## src/rtl/ctrl_pkg.sv

```systemverilog
// Shared encodings for the RV32I multi-cycle controller: states, opcodes,
// instruction classes, imm_gen type codes and datapath mux selects.
package ctrl_pkg;

    localparam int unsigned OPC_W = 7;

    typedef enum logic [2:0] {
        ST_IDLE, ST_FETCH, ST_DECODE, ST_EXEC, ST_MEM, ST_WB, ST_TRAP
    } state_e;

    typedef enum logic [3:0] {
        CLS_NONE, CLS_LUI, CLS_AUIPC, CLS_JAL, CLS_JALR,
        CLS_BRANCH, CLS_LOAD, CLS_STORE, CLS_OPIMM, CLS_OP
    } cls_e;

    localparam logic [OPC_W-1:0] OPC_LUI    = 7'b0110111;
    localparam logic [OPC_W-1:0] OPC_AUIPC  = 7'b0010111;
    localparam logic [OPC_W-1:0] OPC_JAL    = 7'b1101111;
    localparam logic [OPC_W-1:0] OPC_JALR   = 7'b1100111;
    localparam logic [OPC_W-1:0] OPC_BRANCH = 7'b1100011;
    localparam logic [OPC_W-1:0] OPC_LOAD   = 7'b0000011;
    localparam logic [OPC_W-1:0] OPC_STORE  = 7'b0100011;
    localparam logic [OPC_W-1:0] OPC_OPIMM  = 7'b0010011;
    localparam logic [OPC_W-1:0] OPC_OP     = 7'b0110011;

    // Codes shared with imm_gen.
    typedef enum logic [2:0] {
        IMM_NONE = 3'd0, IMM_J = 3'd1, IMM_U = 3'd2,
        IMM_S    = 3'd3, IMM_B = 3'd4, IMM_I = 3'd5
    } imm_e;

    typedef enum logic [1:0] {ALU_ADD, ALU_CMP, ALU_FUNCT, ALU_PASS_B} alu_op_e;
    typedef enum logic [1:0] {PC_PLUS4, PC_IMM, PC_JALR} pc_sel_e;
    typedef enum logic [1:0] {WB_ALU, WB_MEM, WB_PC4} wb_sel_e;

endpackage

```

## src/rtl/ctrl_decode.sv

```systemverilog
// Combinational opcode decoder: instruction class, immediate type, legality.
module ctrl_decode
    import ctrl_pkg::*;
(
    input  logic [OPC_W-1:0] opcode_i,
    output cls_e             cls_o,
    output imm_e             imm_type_o,
    output logic             legal_o
);

    always_comb begin
        cls_o      = CLS_NONE;
        imm_type_o = IMM_NONE;
        legal_o    = 1'b1;
        case (opcode_i)
            OPC_LUI:    begin cls_o = CLS_LUI;    imm_type_o = IMM_U; end
            OPC_AUIPC:  begin cls_o = CLS_AUIPC;  imm_type_o = IMM_U; end
            OPC_JAL:    begin cls_o = CLS_JAL;    imm_type_o = IMM_J; end
            OPC_JALR:   begin cls_o = CLS_JALR;   imm_type_o = IMM_I; end
            OPC_BRANCH: begin cls_o = CLS_BRANCH; imm_type_o = IMM_B; end
            OPC_LOAD:   begin cls_o = CLS_LOAD;   imm_type_o = IMM_I; end
            OPC_STORE:  begin cls_o = CLS_STORE;  imm_type_o = IMM_S; end
            OPC_OPIMM:  begin cls_o = CLS_OPIMM;  imm_type_o = IMM_I; end
            OPC_OP:     begin cls_o = CLS_OP;     imm_type_o = IMM_NONE; end
            default:    legal_o = 1'b0;
        endcase
    end

endmodule

```

## src/rtl/multicycle_ctrl.sv

```systemverilog
// Multi-cycle RV32I control FSM: sequences fetch/decode/exec/mem/wb over the
// shared datapath, owns the memory handshake, and halts in a sticky trap.
module multicycle_ctrl
    import ctrl_pkg::*;
#(
    parameter int unsigned MEM_TIMEOUT = 16,
    parameter int unsigned TIMEOUT_W   = 5
) (
    input  logic        clk_i,
    input  logic        rst_n_i,
    input  logic [31:0] instr_w_i,
    input  logic        mem_ready_i,
    input  logic        branch_taken_i,
    output logic        mem_req_o,
    output logic        mem_we_o,
    output logic        mem_addr_sel_o,
    output logic        ir_we_o,
    output logic        pc_we_o,
    output logic [1:0]  pc_sel_o,
    output logic        reg_we_o,
    output logic [1:0]  wb_sel_o,
    output logic [2:0]  imm_type_o,
    output logic        alu_src_a_sel_o,
    output logic        alu_src_b_sel_o,
    output logic [1:0]  alu_op_o,
    output logic        retire_o,
    output logic        trap_o
);

    state_e               state_q, state_d;
    cls_e                 cls_q, cls_d, dec_cls;
    imm_e                 imm_q, imm_d, dec_imm;
    logic                 dec_legal;
    logic [TIMEOUT_W-1:0] cnt_q, cnt_d, cnt_inc;
    logic                 timeout_hit;
    logic                 instr_unused;

    ctrl_decode u_decode (
        .opcode_i   (instr_w_i[OPC_W-1:0]),
        .cls_o      (dec_cls),
        .imm_type_o (dec_imm),
        .legal_o    (dec_legal)
    );

    assign instr_unused = ^instr_w_i[31:OPC_W];

    // A zero MEM_TIMEOUT disables the watchdog entirely.
    assign cnt_inc     = cnt_q + TIMEOUT_W'(1);
    assign timeout_hit = (MEM_TIMEOUT != 0) && (cnt_inc == TIMEOUT_W'(MEM_TIMEOUT));

    always_ff @(posedge clk_i or negedge rst_n_i) begin
        if (!rst_n_i) begin
            state_q <= ST_IDLE;
            cls_q   <= CLS_NONE;
            imm_q   <= IMM_NONE;
            cnt_q   <= '0;
        end else begin
            state_q <= state_d;
            cls_q   <= cls_d;
            imm_q   <= imm_d;
            cnt_q   <= cnt_d;
        end
    end

    always_comb begin
        state_d         = state_q;
        cls_d           = cls_q;
        imm_d           = imm_q;
        cnt_d           = '0;
        mem_req_o       = 1'b0;
        mem_we_o        = 1'b0;
        mem_addr_sel_o  = 1'b0;
        ir_we_o         = 1'b0;
        pc_we_o         = 1'b0;
        pc_sel_o        = PC_PLUS4;
        reg_we_o        = 1'b0;
        wb_sel_o        = WB_ALU;
        imm_type_o      = IMM_NONE;
        alu_src_a_sel_o = 1'b0;
        alu_src_b_sel_o = 1'b0;
        alu_op_o        = ALU_ADD;
        retire_o        = 1'b0;
        trap_o          = 1'b0;

        if (state_q == ST_EXEC || state_q == ST_MEM || state_q == ST_WB) begin
            imm_type_o = imm_q;
        end

        case (state_q)
            ST_IDLE: state_d = ST_FETCH;

            ST_FETCH: begin
                mem_req_o = 1'b1;
                ir_we_o   = mem_ready_i;
                if (mem_ready_i)      state_d = ST_DECODE;
                else if (timeout_hit) state_d = ST_TRAP;
                else                  cnt_d   = cnt_inc;
            end

            ST_DECODE: begin
                cls_d   = dec_cls;
                imm_d   = dec_imm;
                state_d = dec_legal ? ST_EXEC : ST_TRAP;
            end

            ST_EXEC: begin
                state_d = ST_WB;
                case (cls_q)
                    CLS_OP:    alu_op_o = ALU_FUNCT;
                    CLS_OPIMM: begin alu_op_o = ALU_FUNCT; alu_src_b_sel_o = 1'b1; end
                    CLS_LUI:   begin alu_op_o = ALU_PASS_B; alu_src_b_sel_o = 1'b1; end
                    CLS_AUIPC: begin alu_src_a_sel_o = 1'b1; alu_src_b_sel_o = 1'b1; end
                    CLS_LOAD, CLS_STORE: begin
                        alu_src_b_sel_o = 1'b1;
                        state_d         = ST_MEM;
                    end
                    CLS_BRANCH: begin
                        alu_op_o = ALU_CMP;
                        pc_we_o  = 1'b1;
                        pc_sel_o = branch_taken_i ? PC_IMM : PC_PLUS4;
                        retire_o = 1'b1;
                        state_d  = ST_FETCH;
                    end
                    CLS_JAL:   alu_op_o = ALU_ADD;
                    CLS_JALR:  alu_src_b_sel_o = 1'b1;
                    default:   state_d = ST_TRAP;
                endcase
            end

            ST_MEM: begin
                mem_req_o      = 1'b1;
                mem_addr_sel_o = 1'b1;
                mem_we_o       = (cls_q == CLS_STORE);
                if (mem_ready_i) begin
                    if (cls_q == CLS_STORE) begin
                        pc_we_o  = 1'b1;
                        retire_o = 1'b1;
                        state_d  = ST_FETCH;
                    end else begin
                        state_d = ST_WB;
                    end
                end else if (timeout_hit) begin
                    state_d = ST_TRAP;
                end else begin
                    cnt_d = cnt_inc;
                end
            end

            ST_WB: begin
                reg_we_o = 1'b1;
                pc_we_o  = 1'b1;
                retire_o = 1'b1;
                state_d  = ST_FETCH;
                case (cls_q)
                    CLS_LOAD: wb_sel_o = WB_MEM;
                    CLS_JAL:  begin wb_sel_o = WB_PC4; pc_sel_o = PC_IMM; end
                    CLS_JALR: begin wb_sel_o = WB_PC4; pc_sel_o = PC_JALR; end
                    default:  wb_sel_o = WB_ALU;
                endcase
            end

            ST_TRAP: trap_o = 1'b1;

            default: state_d = ST_TRAP;
        endcase
    end

endmodule

```

## config.mk

```make
export PLATFORM = sky130hd
export DESIGN_NAME = multicycle_ctrl
export DESIGN_NICKNAME = d
export VERILOG_FILES = /design/src/rtl/ctrl_pkg.sv /design/src/rtl/ctrl_decode.sv /design/src/rtl/multicycle_ctrl.sv
export SDC_FILE = /design/constraint.sdc
export NUM_CORES = 1
export LEC_CHECK = 0
export ABC_AREA = 1
export CORE_MARGIN = 8
export CORE_UTILIZATION = 41
export DETAILED_ROUTE_END_ITERATION = 12
export PLACE_DENSITY = 0.86
export SLEW_MARGIN = 20
export SYNTH_ARGS = -nofsm -noshare
export SYNTH_HDL_FRONTEND = slang
export SYNTH_SLANG_ARGS = --single-unit
```

## constraint.sdc

```tcl
create_clock -name clk_i -period 1.9 [get_ports clk_i]
set_clock_uncertainty 0.1 [all_clocks]
set_input_delay 0.19 -clock clk_i [delete_from_list [all_inputs] [get_ports clk_i]]
set_output_delay 0.19 -clock clk_i [all_outputs]
set_load 0.03 [all_outputs]
```

### After elaboration in Yosys (flattened, before gate mapping)

Index checks and enable logic that the tools add are counted.

| word-level totals | value |
|---|---|
| logic and storage cells | 79 |
| output and inout port bits | 19 |
| flip-flop bits (word level) | 15 |
| input port bits | 36 |

| cells by class | value |
|---|---|
| reduce and logical (&&, ||, !) cells | 13 |
| equal/unequal tests | 25 |
| muxes and demuxes | 36 |
| add/sub/neg operators | 1 |

Operators with widths:

| operator | count |
|---|---|
| 4-bit one-hot mux with 9 select lines | 1 |
| 7-bit by 6-bit == test with 1-bit output, second input constant | 3 |
| 7-bit == test, second input constant | 3 |
| 3-bit 2-to-1 mux | 6 |
| 3-bit one-hot mux with 6 select lines | 1 |
| 4-bit by 3-bit == test with 1-bit output, second input constant | 4 |
| 1-bit 2-to-1 mux | 16 |
| 5-bit 2-to-1 mux | 3 |
| 3-bit one-hot mux with 5 select lines | 1 |
| 7-bit by 5-bit == test with 1-bit output, second input constant | 2 |
| 2-bit one-hot mux with 2 select lines | 3 |
| 2-bit OR reduction | 6 |
| 6-bit OR reduction | 2 |
| 3-bit == test, second input constant | 3 |
| 3-bit one-hot mux with 3 select lines | 1 |
| 9-bit OR reduction | 1 |
| 4-bit by 2-bit == test with 1-bit output, second input constant | 2 |
| 4-bit == test, second input constant | 2 |
| 7-bit by 2-bit == test with 1-bit output, second input constant | 1 |
| 3-bit by 2-bit == test with 1-bit output, second input constant | 2 |
| 2-bit one-hot mux with 3 select lines | 1 |
| 5-bit by 1-bit adder with 5-bit output, second input constant | 1 |
| 5-bit == test, second input constant | 1 |
| 4-bit by 1-bit == test with 1-bit output, second input constant | 1 |
| 6 further kinds | 8 |

### Longest topological paths before layout

| depth | value |
|---|---|
| word-level depth | 5 |
| gate-level depth with buffers | 9 |
| depth with buffers taken out | 9 |

### By module

A second synthesis with hierarchy kept.

| unflattened totals | value |
|---|---|
| cell total of the unflattened synthesis | 194 |
| area, all modules | 1226.2 µm² |

Modules (own cells, without submodules):

| module | times used | area an instance (µm²) | sequential area each (µm²) | cells an instance |
|---|---|---|---|---|
| multicycle_ctrl | 1 | 983.4 | 375.4 | 144 |
| ctrl_decode | 1 | 242.7 | 0.0 | 50 |

### Worst setup path after synthesis

OpenSTA, ideal clock, no wires.

| timing path | value |
|---|---|
| path type | register to output |
| start point | reg state_q[1] |
| end point | out retire_o |
| required time | 1610 ps |
| cell stages (with the launch flop) | 8 |
| arrival time | 2031 ps |
| slack | -421 ps |
| buffers on the path | 2 |
| path through | dfrtp_1 > buf_6 > nor2_1 > nand2_1 > nor3_1 > nand2_1 > nand2_1 > buf_4 |

| between the ends | value |
|---|---|
| word-level cells in the longest chain between the ends | 2 |
| elaborated cells between the ends (all ways) | 4 |
| those cells by class | 3 x eq/ne; 1 x mux |

Ends and longest elaborated chain:

| item | line | text |
|---|---|---|
| from (decl) | multicycle_ctrl.sv:30 | `state_e state_q, state_d;` |
| from (signal assigned) | multicycle_ctrl.sv:58 | `state_q <= state_d;` |
| 3-bit == test / 3-bit by 2-bit == test with 1-bit output (equally long branches) | - |  |
| 1-bit one-hot mux with 3 select lines * | - |  |
| to (decl) | multicycle_ctrl.sv:26 | `output logic retire_o,` |

Mark *: on every way between the ends. The rest lies on a longest branch, timed or not.

### Final worst setup path

| timing path | value |
|---|---|
| start point | reg cls_q[3] |
| end point | out pc_sel_o[0] |

| between the ends | value |
|---|---|
| word-level cells in the longest chain between the ends | 3 |
| elaborated cells between the ends (all ways) | 6 |
| those cells by class | 3 x eq/ne; 3 x mux |

Ends and longest elaborated chain:

| item | line | text |
|---|---|---|
| from (decl) | multicycle_ctrl.sv:31 | `cls_e cls_q, cls_d, dec_cls;` |
| from (signal assigned) | multicycle_ctrl.sv:59 | `cls_q <= cls_d;` |
| 4-bit by 3-bit == test with 1-bit output, or another cell as far along | multicycle_ctrl.sv:154 | `case (cls_q)` |
| 2-bit one-hot mux with 2 select lines / 1-bit 2-to-1 mux (equally long branches) | multicycle_ctrl.sv:154, multicycle_ctrl.sv:108 |  |
| 2-bit one-hot mux with 2 select lines * | multicycle_ctrl.sv:89 | `case (state_q)` |
| to (decl) | multicycle_ctrl.sv:19 | `output logic [1:0] pc_sel_o,` |

Marks and branches as above.

==> metrics.txt <==
outcome complete, no violations; worst r2r src cnt_q[0]; Synth Register Bits 15; first-pass GRT wire length 4974 microns; Post-synth top cells nand2_1, nor2_1, inv_1; Setup violations, final 0; DR vias 1306; pwr dens 350.6 nW/um^2; clock buffer depth 2; max incr delay on CP 0.48 ns; CP Cell Sequence nor2_2 > inv_1 > nor2_2 > nand3_1 > o21ai_1 > buf_4; Routed Antenna Nets 0; final hold slack 0.1994 ns; CP Class reg -> out; nets 268; gpl congestion 0.8552; top-count cell post-synth nand2_1; fmax 547.1 MHz; Core Util, Final 57.30%; Sinks on Clock Net 15; die area 4866 sq um; WL/cell 11.04 microns; crit start category flop; CTS tree done; Seq/Total Area, Yosys 31.68%; slew margin rel. 55.94%; Fin. Hold Viols 0; routed length on met3 108 microns; Num CTS Buffers 3; CP Capture Point pc_sel_o[0]; largest net degree at the start of global routing 16; Initial DRC Count 93; I/O Buffers 29; Top delay family on crit path flip-flops; antenna violations before repair 0; root buf cell clkbuf_4; vias in the first global route 1186; R2R Path End state_q[0]; top-area cell type share of the netlist area 31.68%; R2R cell count 9; worst min path class in -> async; slowest library cell on the worst path dfrtp_1; hpwl dp 2262 microns; fin crit period 1.828 ns; Critical Path Most Common Cell nor2_2; number of flops mapped to enable cells by yosys 0; H-tree depth 1; Die Y 69.76 microns; Synth warnings 0; Top FF cell, synth dfrtp_1; I/O pin count 55; M1 WL 1334 microns; grt ovf 0; CP Depth 6; Netlist cell types 25; Critical Path AT 1.54 ns; Total Routing Usage GR 11.57%; post-route DRC violation count 0; worst-margin pin slew 0.6589 ns; area growth from synthesis to layout 33.37%; max cap viols 0; Worst-Skew Late Latency 0.28 ns; drt pass-1 iters 5; clock-pin slew on the worst setup and hold paths 0.09 ns; final WL 2881 microns; endpoint class of the critical path primary output; Cell Area, Synth 1185 sq um; cts hold-fix bufs 0; Die X 69.76 microns; met2 wire length 1400 microns; CP Buf/Inv Count 2; ant diodes 0; Initial Util 42.97%; ys async rst share 100.0%; Core Rows 19; uppermost layer routed met4; Filler Cell Count 272; share of cells above drive strength 1 23.91%; syn avg cell area 6.204 sq um; CP Data Required Time 1.61 ns; R2R setup slack 0.36 ns; Syn Nets 228; Vias/cell 5.004; Synth area leaders dfrtp_1, nand2_1, nor2_1; Final Max Slew Viols 0; post-synthesis cell count 191; VDD IR max 0.2895 mV; CP Max Fanout 7; cell accounting for the most synthesized area dfrtp_1; Worst Setup SP cls_q[3]; crit share post-route 96.20%; Leak Pwr 0.0008290 uW; Core Area 2758 sq um
## how the worst min path moves through the flow
stage	endpoint	slack, ns	depth (start not counted)
3_5_place_dp	cnt_q[0]	0.41	1
4_1_cts	cnt_q[2]	0.23	1
5_1_grt	cnt_q[2]	0.26	1
3_3_place_gp	cnt_q[0]	0.39	1
6_report	cnt_q[4]	0.20	1
2_1_floorplan	cls_q[0]	-0.21	0
## stage by stage
stage                     cells  total power, uW  TNS (ns)  instance area [sq um]  setup WS (ns)
after floorplan             191            342.9   -0.1326                   1196        -0.1326
after CTS                   256            557.5         0                   1516       0.004627
after global routing        261            582.4  -0.06667                   1580       -0.01544
after global placement      252            376.9         0                   1494        0.07191
after detailed placement    252            377.8         0                   1494        0.06032
final                       261            554.1         0                   1580        0.07225
## layout by cell type, fill, tap and decap left out
cell / synthesis / layout
nand3_2: 1 / 1
clkbuf_4: 0 / 3
nand3_1: 17 / 17
nor3_4: 1 / 1
dfrtp_2: 0 / 5
nand2_2: 1 / 4
inv_1: 26 / 24
nor4_2: 0 / 1
inv_2: 4 / 6
o21bai_1: 1 / 1
nand2_1: 56 / 53
clkdlybuf4s15_1: 0 / 1
dfrtp_1: 15 / 10
a22oi_1: 1 / 1
nor2_1: 30 / 27
clkdlybuf4s50_1: 0 / 10
nand2_4: 2 / 2
nor2_4: 1 / 1
nand4_1: 4 / 4
clkinv_2: 0 / 1
o21a_1: 1 / 1
o21ai_0: 8 / 7
nor3_1: 7 / 5
nor2_2: 2 / 5
dlygate4sd2_1: 0 / 4
nor3_2: 1 / 3
buf_4: 1 / 22
ha_1: 1 / 1
o21ai_1: 2 / 3
a21oi_1: 6 / 6
## report_power, final
| part | switching, uW | total [uW] | internal (uW) |
|---|---|---|---|
| Sequential | 0.124 | 320 | 319 |
| Combinational | 26.0 | 51.3 | 25.3 |
| Clock | 105 | 183 | 78.1 |
## metal layers
| metal | vias up | GRT usage (%) |
|---|---|---|
| met5 | - | 0 |
| met3 | 4 | 1.574 |
| met1 | 586 | 14.03 |
| li1 | 687 | - |
| met4 | 0 | 4.688 |
| met2 | 29 | 19.80 |
## state kept, by name, summed over array words and instances (netlist names)
name,flops
cnt_q,5
cls_q,4
imm_q,3
state_q,3
## layout make-up
cell class	count	area (sq um)	area share (%)
well taps	31	38.79	2.454
repair buffers	37	310.3	19.64
clock buffers	3	22.52	1.425
flip-flops and latches	15	381.6	24.15
clock inverters	1	5.005	0.3167
inverters	30	112.6	7.126
multi-input cells	144	709.4	44.89
## logic make-up (layout without fill, tap and decap cells)
| kind of cell | after synthesis | after routing | synth area share (%) |
|---|---|---|---|
| buffers and inverters | 32 | 71 | 11.09 |
| adders and majority gates | 1 | 1 | 1.056 |
| and+or+nand+nor | 124 | 124 | 47.52 |
| AOI/OAI and AO/OA | 19 | 19 | 8.660 |
| DFF | 15 | 15 | 31.68 |
## repair_timing
action                     CTS  global route
buffers inserted             0             5
gates resized for setup      6            14
setup endpoints to repair    8             9
Power figures use the tool's default switching activity.
==> RTL edit: new RTL, same flow settings <==
Reset style: synchronous (`rst_n_i`), changed in one clocked block.
--- a/src/rtl/multicycle_ctrl.sv
+++ b/src/rtl/multicycle_ctrl.sv
@@ -50,3 +50,3 @@
 
-    always_ff @(posedge clk_i or negedge rst_n_i) begin
+    always_ff @(posedge clk_i) begin
         if (!rst_n_i) begin
Function: differs if rst_n_i is asserted again (counterexample within 4 cycles, from zero or initial values and one cycle with rst_n_i low); with rst_n_i held inactive, the same outputs for 10 cycles.
==> RTL edit against the original RTL <==
Sequential cell count is the same; critical path type unchanged; worst setup slack improved by 0.033 ns; fmax rose by 1.9%; highest routed layer unchanged; synthesized cell count increased by 3.1%; design area decreased by 4.0%; routed wire length is 3.4% lower; synthesized area decreased by 0.84%; non-clock buffer count fell by 2.
Power is not compared: it rests on default switching activity, and its combinational part moved more than twofold at a synthesized area within 25%.
==> RTL edit: results (changes against the original RTL) <==
- Synthesized-area fraction occupied by adder cells: 2.13% (was 1.06%)
- Longest Clk Path Bufs: 2 (unchanged)
- CP max FO: 6 (was 7)
- Critical path startpoint: state_q[2] (was cls_q[3])
- Worst reg2reg setup slack: 0.29 ns (was 0.36 ns)
- Router iterations before antenna repair: 4 (was 5)
- Mux cell area share after synthesis: 0% (unchanged)
- Synthesized Nets: 235 (was 228)
- Gpl congestion: 0.890 (was 0.855)
- HP Start: cnt_q[0]
- Share of cells above drive strength 1: 23.8% (was 23.9%)
- Max-cap violations: 0 (unchanged)
- Run status: finished, final reports clean (unchanged)
- CTS sink cnt: 15 (unchanged)
- Number of gates resized after cts: 5 (was 6)
- Largest regs: cnt_q x5, cls_q x4 (unchanged)
- Initial antenna violation count: 0 (unchanged)
- GRT Util Overall: 11.2% (was 11.6%)
- Net count, final: 270 (was 268)
- Synth Area in Compound Gates: 11.2% (was 8.66%)
- Met2 Use GR: 17.8% (was 19.8%)
- Synth cell count leaders: nand2_1, inv_1, nor2_1 (was nand2_1, nor2_1, inv_1)
- CP max stage delay: 0.37 ns (was 0.48 ns)
- End of the critical path: pc_we_o (was pc_sel_o[0])
- CTS Root Cell: clkbuf_4 (unchanged)
- Vias in the first global route: 1179 (was 1186)
- WL final: 2780 µm (was 2880 µm)
- # port buffers: 29 (unchanged)
- H-tree depth: 1 (unchanged)
- Reg2reg end: imm_q[0] (was state_q[0])
- Yosys cell types: 27 (was 25)
- First DRT Iteration DRCs: 73 (was 93)
- FFs w/ async S/R, synth: 0% (was 100%)
- CTS Buf Count: 3 (unchanged)
- Worst-Skew Late Latency: 0.28 ns (about the same)
- Hold Crit Class: reg -> reg (was in -> async)
- Synth Area in XOR/XNOR: 0% (unchanged)
- Seq/Total Area, Yosys: 25.6% (was 31.7%)
- Worst slew margin: 65.9% (was 55.9%)
- Non-filler cells, final: 262 (was 261)
- Met3 wire length: 213 µm (was 108 µm)
- CP max-delay cell: dfxtp_2 (was dfrtp_1)
- DR vias: 1310 (was 1306)
- Top Layer Used: met4 (unchanged)
- Syn_area_per_cell: 5.96 µm² (was 6.20 µm²)
- Met1 Use GR: 13.2% (was 14.0%)
- First-pass GRT wire length: 4820 µm (was 4970 µm)
- Critical path arrival: 1.50 ns (was 1.54 ns)
- Met1 WL: 1310 µm (was 1330 µm)
- Postcts setup bufs: 0 (unchanged)
- Synth area leaders: dfxtp_1, nand2_1, nand3_1 (was dfrtp_1, nand2_1, nor2_1)
- Dpl hpwl: 2250 µm (was 2260 µm)
- Largest net degree at the start of global routing: 13 (was 16)
- Reg2reg start: state_q[0] (was cnt_q[0])
- Met3 GRT Util: 3.29% (was 1.57%)
- Met2 routed WL: 1210 µm (was 1400 µm)
- Reg2reg path depth: 7 (was 9)
[RTL edit: cell types whose count changed in the layout (fill, tap and decap cells not counted), moves of 3 or more]
cell     before  now
dfrtp_2       5    0
nand3_1      17   20
a21oi_1       6   14
dfxtp_2       0    6
o21ai_0       7    3
nand2_1      53   40
inv_1        24   27
dfxtp_1       0    8
nand4_1       4    8
dfrtp_1      10    0
[RTL edit: layout make-up]
cell class / count / area [µm²]
Fill cell: 263 / 1220
Inverter: 35 / 131
Sequential cell: 15 / 312
Tap cell: 31 / 38.8
Clock buffer: 3 / 22.5
Multi-Input combinational cell: 142 / 711
Timing Repair Buffer: 35 / 294
Clock inverter: 1 / 7.51
[RTL edit: critical path, delay by kind of cell (launching register included)]
family | cells | cell delay (ns)
buf+inv | 3 | 0.44
flops | 1 | 0.37
simple gates | 3 | 0.30
compound gates | 1 | 0.11
[RTL edit: worst min path at each step]
stage	endpoint	slack (ns)	depth (start not counted)
3_5_place_dp	cnt_q[0]	0.37	1
6_report	cnt_q[0]	0.39	1
3_3_place_gp	cnt_q[0]	0.36	1
4_1_cts	cnt_q[0]	0.39	1
5_1_grt	cnt_q[0]	0.42	1
2_1_floorplan	state_q[2]	0.19	2
[RTL edit: per-stage QoR]
| stage | TNS, ns | worst slack, ns | utilization, % | power (mW) |
|---|---|---|---|---|
| detailed placement | 0 | 0.127 | 54.1 | 1.22 |
| CTS | 0 | 0.0257 | 54.9 | 1.39 |
| global route | -0.00683 | -0.00368 | 55.5 | 1.50 |
| global placement | 0 | 0.132 | 54.1 | 1.21 |
| floorplan | 0 | 0.0522 | - | 1.01 |
| finish | 0 | 0.105 | 55.5 | 1.39 |
[RTL edit: power breakdown]
part	switching (mW)	internal [mW]
sequential	0.0858	0.383
clock	0.109	0.0799
combinational	0.450	0.278
